===== config.mk =====
export PLATFORM = sky130hd
export DESIGN_NAME = clk_div_multi_flat
export DESIGN_NICKNAME = d
export VERILOG_FILES = /design/src/rtl/clk_div_multi_if.sv /design/src/rtl/clk_div_multi.sv /design/src/flat_wrapper.sv
export SDC_FILE = /design/constraint.sdc
export NUM_CORES = 1
export LEC_CHECK = 0
export CORE_ASPECT_RATIO = 1.5
export CORE_MARGIN = 2
export CORE_UTILIZATION = 60
export CTS_CLUSTER_DIAMETER = 200
export DETAILED_ROUTE_END_ITERATION = 16
export PLACE_DENSITY = 0.78
export SYNTH_ARGS = -nofsm -noshare
export SYNTH_HDL_FRONTEND = slang
export SYNTH_SLANG_ARGS = --single-unit

===== constraint.sdc =====
create_clock -name clk -period 7.1 [get_ports clk]
set_input_delay 1.065 -clock clk [delete_from_list [all_inputs] [get_ports clk]]
set_output_delay 1.065 -clock clk [all_outputs]
set_load 0.1 [all_outputs]

===== src/rtl/clk_div_multi_if.sv =====
// Control and status bundle for the multi-channel clock divider.
// The master side programs enables and half-periods; the slave side (the
// divider) returns the divided clocks, rise strobes and pending flags.
interface clk_div_multi_if #(
    parameter int unsigned NUM_CH = 4,
    parameter int unsigned CNT_W  = 26,
    parameter int unsigned SEL_W  = 2
);
    logic [NUM_CH-1:0] en;
    logic              div_load;
    logic [SEL_W-1:0]  div_sel;
    logic [CNT_W-1:0]  div_val;
    logic [NUM_CH-1:0] clk_out;
    logic [NUM_CH-1:0] tick;
    logic [NUM_CH-1:0] pend;

    modport master (
        output en, div_load, div_sel, div_val,
        input  clk_out, tick, pend
    );

    modport slave (
        input  en, div_load, div_sel, div_val,
        output clk_out, tick, pend
    );
endinterface


===== src/rtl/clk_div_multi.sv =====
// Multi-channel programmable clock divider.
// Each channel counts eff = max(half, 1) system clocks per phase and toggles
// its output at the boundary. New half-periods are staged in nxt and only
// committed at a boundary (or while disabled) so no phase is ever shortened,
// except when the channel is disabled mid-phase.
module clk_div_multi #(
    parameter int unsigned NUM_CH       = 4,
    parameter int unsigned CNT_W        = 26,
    parameter int unsigned DEFAULT_HALF = 50000000,
    parameter int unsigned SEL_W        = 2
) (
    input logic            clk,
    input logic            rst_n,
    clk_div_multi_if.slave bus
);

    logic [CNT_W-1:0]  cnt    [NUM_CH];
    logic [CNT_W-1:0]  half   [NUM_CH];
    logic [CNT_W-1:0]  nxt    [NUM_CH];
    logic [CNT_W-1:0]  eff_m1 [NUM_CH];
    logic [NUM_CH-1:0] pend_q;
    logic [NUM_CH-1:0] clk_q;
    logic [NUM_CH-1:0] tick_q;
    logic [NUM_CH-1:0] load_hit;
    logic [NUM_CH-1:0] boundary;

    assign bus.clk_out = clk_q;
    assign bus.tick    = tick_q;
    assign bus.pend    = pend_q;

    // Decode the load request; an index at or beyond NUM_CH matches no channel.
    always_comb begin
        load_hit = '0;
        for (int unsigned i = 0; i < NUM_CH; i++) begin
            load_hit[i] = bus.div_load && (32'(bus.div_sel) == i);
        end
    end

    // Terminal count per channel: a half-period of 0 behaves as 1.
    always_comb begin
        boundary = '0;
        for (int unsigned i = 0; i < NUM_CH; i++) begin
            eff_m1[i]   = (half[i] == '0) ? '0 : half[i] - CNT_W'(1);
            boundary[i] = (cnt[i] == eff_m1[i]);
        end
    end

    // Per-channel counter, output toggle, strobe and staged half-period.
    always_ff @(posedge clk) begin
        if (!rst_n) begin
            for (int unsigned i = 0; i < NUM_CH; i++) begin
                cnt[i]  <= '0;
                half[i] <= CNT_W'(DEFAULT_HALF);
                nxt[i]  <= '0;
            end
            pend_q <= '0;
            clk_q  <= '0;
            tick_q <= '0;
        end else begin
            for (int unsigned i = 0; i < NUM_CH; i++) begin
                if (!bus.en[i]) begin
                    cnt[i]    <= '0;
                    clk_q[i]  <= 1'b0;
                    tick_q[i] <= 1'b0;
                    if (pend_q[i]) begin
                        half[i]   <= nxt[i];
                        pend_q[i] <= 1'b0;
                    end
                end else if (boundary[i]) begin
                    cnt[i]    <= '0;
                    clk_q[i]  <= ~clk_q[i];
                    tick_q[i] <= ~clk_q[i];
                    if (pend_q[i]) begin
                        half[i]   <= nxt[i];
                        pend_q[i] <= 1'b0;
                    end
                end else begin
                    cnt[i]    <= cnt[i] + CNT_W'(1);
                    tick_q[i] <= 1'b0;
                end
                // Placed last so a load coinciding with an apply commits the
                // old nxt to half while the new value stays pending.
                if (load_hit[i]) begin
                    nxt[i]    <= bus.div_val;
                    pend_q[i] <= 1'b1;
                end
            end
        end
    end

endmodule

===== src/flat_wrapper.sv =====
// flat-port wrapper written by rule: the top's interface ports become plain ports
module clk_div_multi_flat 
#(
    parameter int unsigned NUM_CH       = 4,
    parameter int unsigned CNT_W        = 26,
    parameter int unsigned DEFAULT_HALF = 50000000,
    parameter int unsigned SEL_W        = 2
)
  (clk, rst_n, bus_en, bus_div_load, bus_div_sel, bus_div_val, bus_clk_out, bus_tick, bus_pend);
  clk_div_multi_if #(.NUM_CH(NUM_CH), .CNT_W(CNT_W), .SEL_W(SEL_W)) bus_i ();
  input logic clk;
  input logic rst_n;
  input wire logic [$bits(bus_i.en)-1:0] bus_en;
  input wire logic [$bits(bus_i.div_load)-1:0] bus_div_load;
  input wire logic [$bits(bus_i.div_sel)-1:0] bus_div_sel;
  input wire logic [$bits(bus_i.div_val)-1:0] bus_div_val;
  output wire logic [$bits(bus_i.clk_out)-1:0] bus_clk_out;
  output wire logic [$bits(bus_i.tick)-1:0] bus_tick;
  output wire logic [$bits(bus_i.pend)-1:0] bus_pend;
  assign bus_i.en = bus_en;
  assign bus_i.div_load = bus_div_load;
  assign bus_i.div_sel = bus_div_sel;
  assign bus_i.div_val = bus_div_val;
  assign bus_clk_out = bus_i.clk_out;
  assign bus_tick = bus_i.tick;
  assign bus_pend = bus_i.pend;
  clk_div_multi #(.NUM_CH(NUM_CH), .CNT_W(CNT_W), .DEFAULT_HALF(DEFAULT_HALF), .SEL_W(SEL_W)) u_core (.clk(clk), .rst_n(rst_n), .bus(bus_i));
endmodule

Word-level counts from Yosys, hierarchy flattened. Memories as Yosys holds them, arrays and structs flattened. Cells that the tools add are included. Widths: inputs -> output; s select.

Input port bits: 35. Bits in registers: 12. RAM bits: 312. Memories: 3.

Memories: u_core.cnt (words 4, width 26, read ports 4, clocked after Yosys merged registers in 0, write ports 4, RTL line clk_div_multi.sv:17) `logic [CNT_W-1:0] cnt [NUM_CH];`; u_core.half (words 4, width 26, read ports 4, clocked after Yosys merged registers in 0, write ports 4, RTL line clk_div_multi.sv:18) `logic [CNT_W-1:0] half [NUM_CH];`; u_core.nxt (words 4, width 26, read ports 4, clocked after Yosys merged registers in 0, write ports 4, RTL line clk_div_multi.sv:19) `logic [CNT_W-1:0] nxt [NUM_CH];`.

Multiplexer cells: 129. Reductions and logical operators: 17. Add/sub/neg operators: 8. Bitwise logic cells: 28. Equality and inequality tests: 11.

Operators by type and width (number): $mux 26 (28); $add 26x1->26 const B (4); $eq 26x26->1 (4); $logic_not 26->1 (4); $sub 26x1->26 const B (4); $mux 1 (101); $or 1x1->1 (24); $ne 3x1->1 const B (4); $reduce_and 3->1 (4); $reduce_and 2->1 (4); $eq 2x2->1 const B (2); $logic_and 1x1->1 (4); $not 1->1 (4); $eq 2x1->1 const B (1); $logic_not 2->1 (1).

Longest topological paths before layout.
Word-level depth: 9. Depth in mapped cells: 15. Depth with buffers taken out: 11.

Worst setup path after synthesis. Ideal clock, no wire load.

Kind: flip-flop to flip-flop. From: memory u_core.half[1][0] (netlist: u_core.half[0][26]). To: memory u_core.half[1][0] (netlist: u_core.half[0][26]) (enable). Path slack: 1416 ps. Stages on the path, launching flop included: 13. Data arrival time: 5235 ps. Data required time: 6651 ps. Library setup time: 449 ps. Path through: edfxtp_1 > inv_1 > ha_1 > nor4b_4 > nand3_1 > buf_2 > nor4_1 > xnor2_1 > or3b_2 > a32o_1 > or4_4 > nand3_1 > a21boi_0.

RTL lines (RTL line): start: declaration (clk_div_multi.sv:18).

==> impl_metrics.toml <==
[timing]
setup_slack_ps = 1620
worst-slew-pin-transition_ps = 1220
skew_ps = 11.6
fin_tns_setup_ps = 0
slew_headroom = 0.188
slew_violations = 0
period_share = 0.772
rsz0062_at_grt = "no"
layout_min_cycle_time_ps = 5480
setup_violations = 0
hold-worst-slack_ps = 471
hold_violations = 0
max_freq_mhz = 182

[global_route]
grt_busiest_layer = "met2"
grt_max_degree = 30
gr-total-overflow = 0
use_met1 = 0.337
grt_usage = 0.276
met2_usage = 0.485
grtUsageMet3 = 0.0273
antenna_found_initial = 0
grt_pass1_vias = 14300
grt_pass1_wl_microns = 73900

[logic_synthesis]
yosys_warnings = 0
ys_types = 92
yosys.area.top_type = "edfxtp_1"
synth_top_area_frac = 0.484
ys_ff_latch = 324
synthCells = 1874
ys.flop_type = "edfxtp_1"
syn_area_per_cell_sq_um = 10.3
netlist_top_cells_area = "edfxtp_1 48%, xnor2_1 4.6%, and2_1 4.2%"
synthTopCellsByCount = "312 x edfxtp_1, 197 x nor2_1, 129 x and2_1"
synth.most_common_cell = "edfxtp_1"
synth-async-reset-ratio = 0
synth-edff-count = 312
ys_seq_area_frac = 0.497
synth.cell_area_sq_um = 19400

[finish]
fin_nets = 2008
finalNonFillerCells = 2397
area_growth_pct = 10.9
drive_above_1_share = 0.0559
antennaDiodeCount = 0

[detailed_routing]
antenna_left = 0
drtPass1Iterations = 5
viasPerCell = 6.20
route.detailed.drc = 0
vias = 14900
drt_iter0_markers = 1079
wirelength_microns = 46800
wl_per_cell_microns = 19.5

[die]
coreArea_sq_um = 31800
die_w_microns = 151
die-area_sq_um = 33700
dieHeight_microns = 224
initial_utilization = 0.608
io_pins = 47
row_count = 80

[job]
cap_violations = 0

[critical_path]
crit_path_end_kind = "flip-flop"
cp_max_fo = 29
cp_data_required_time_ps = 7340
cp.arrival_ps = 5730
criticalPathCategory = "flip-flop to flip-flop"
setup.worst_path.start_class = "flip-flop"

[pwr]
seq_power_share = 0.524
internal_power_mw = 3.38
p_leak_nw = 7.10
combPwrFrac = 0.078
max-vdd-ir-drop_mv = 0.194
p_switching_mw = 1.01
clock_power_share = 0.397
power_density_nw_per_um2 = 204
p_total_mw = 4.39
switching_share = 0.230

[place]
hpwlAfterDp_microns = 34300
io_buffer_count = 46
pre_cts_slack_ps = 1650
dp.cells = 2343
place_congestion = 0.943

[cts]
cts_made_buffers = 30
holdBufCountCts = 0
clkSinkCount = 324
clkTransAtPathRegs_ps = 60
clkLatencyLatePin_ps = 570
cts_max_path_buffers = 3
root_buffer = "clkbuf_16"
post-cts-setup-buffer-count = 0
cts_tree = "built"
cts-resized-gates = 0
h-tree-depth = 1

[run_status]
status = "finished, final reports clean"

[min_path]
hold_path_class = "flip-flop to flip-flop"
==> worst paths after layout <==
| path | cells past startpoint | end | from | slack (ps) |
|---|---|---|---|---|
| worst max register to register | 13 | u_core.half[0][91] | u_core.half[0][78] | 1620 |
| worst min-delay path | 1 | u_core.bus.tick[2] | u_core.bus.clk_out[2] | 470 |
| worst min register to register | 1 | u_core.bus.tick[2] | u_core.bus.clk_out[2] | 470 |
| worst max-delay path | 13 | u_core.half[0][91] | u_core.half[0][78] | 1620 |
==> layout make-up <==
class | count | area [sq um]
inverters | 47 | 176
well taps | 410 | 513
repair buffers | 62 | 581
clock inverters | 15 | 233
flip-flops and latches | 324 | 9610
multi-input cells | 1500 | 9520
fillers | 2467 | 10400
clock buffers | 39 | 826
==> placed cells by master, fill, tap and decap left out, types with 43 or more instances in the layout <==
master,count
edfxtp_1,312
nor2_1,197
and2_1,129
conb_1,104
nand2_1,103
xnor2_1,101
xor2_1,82
nand3_1,69
nor3_1,58
or3_1,53
inv_1,47
clkdlybuf4s50_1,46
o21ai_0,44
and3_1,44
nor3b_1,43
==> routing by layer <==
metal / vias up / routed length (microns)
met5: - / 0
met4: 0 / 2500
met3: 159 / 2550
met2: 512 / 23600
met1: 7180 / 18100
li1: 7022 / -
==> flip-flops by register name, indices dropped and copies added (netlist names) <==
name / cells
u_core.bus.pend: 4
u_core.cnt: 104
u_core.bus.clk_out: 4
u_core.bus.tick: 4
u_core.nxt: 104
u_core.half: 104
==> kinds of logic (layout without fill, tap and decap cells) <==
logic type | Yosys count | count (layout) | synth area share
multiplexers | 7 | 7 | 0.00375
XOR/XNOR | 192 | 192 | 0.0934
other | 1 | 104 | 0.000194
buffers and inverters | 153 | 163 | 0.0336
flip-flops | 324 | 324 | 0.497
AO/OA/AOI/OAI | 248 | 248 | 0.0936
adder cells (fa/ha/maj) | 8 | 8 | 0.00517
AND/OR/NAND/NOR | 941 | 941 | 0.274
==> power groups by stage <==
stage	Sequential (mW)	Combinational (mW)	Clock, mW
after global placement	2.33	0.331	0
after global routing	2.31	0.376	1.82
after detailed placement	2.34	0.339	0
after floorplan	2.29	0.261	0
final	2.30	0.344	1.74
after CTS	2.30	0.341	1.77
==> critical path, stage by stage, from the launching register on <==
cell and delay, ps:
edfxtp_1 500, inv_1 100, ha_1 210, or4b_2 670
nor4_2 380, nand3_1 540, a211o_1 450, a2111oi_0 660
o2111ai_1 180, or4_1 500, nand3_1 120, buf_4 310
a21boi_2 210, buf_4 310
==> through the flow <==
step / cell area, sq um / utilization
floorplan: 19700 / -
finish: 21500 / 0.674
CTS: 21500 / 0.674
global placement: 20400 / 0.641
global route: 21500 / 0.674
detailed placement: 20400 / 0.641
(Power assumes the default switching activity.)
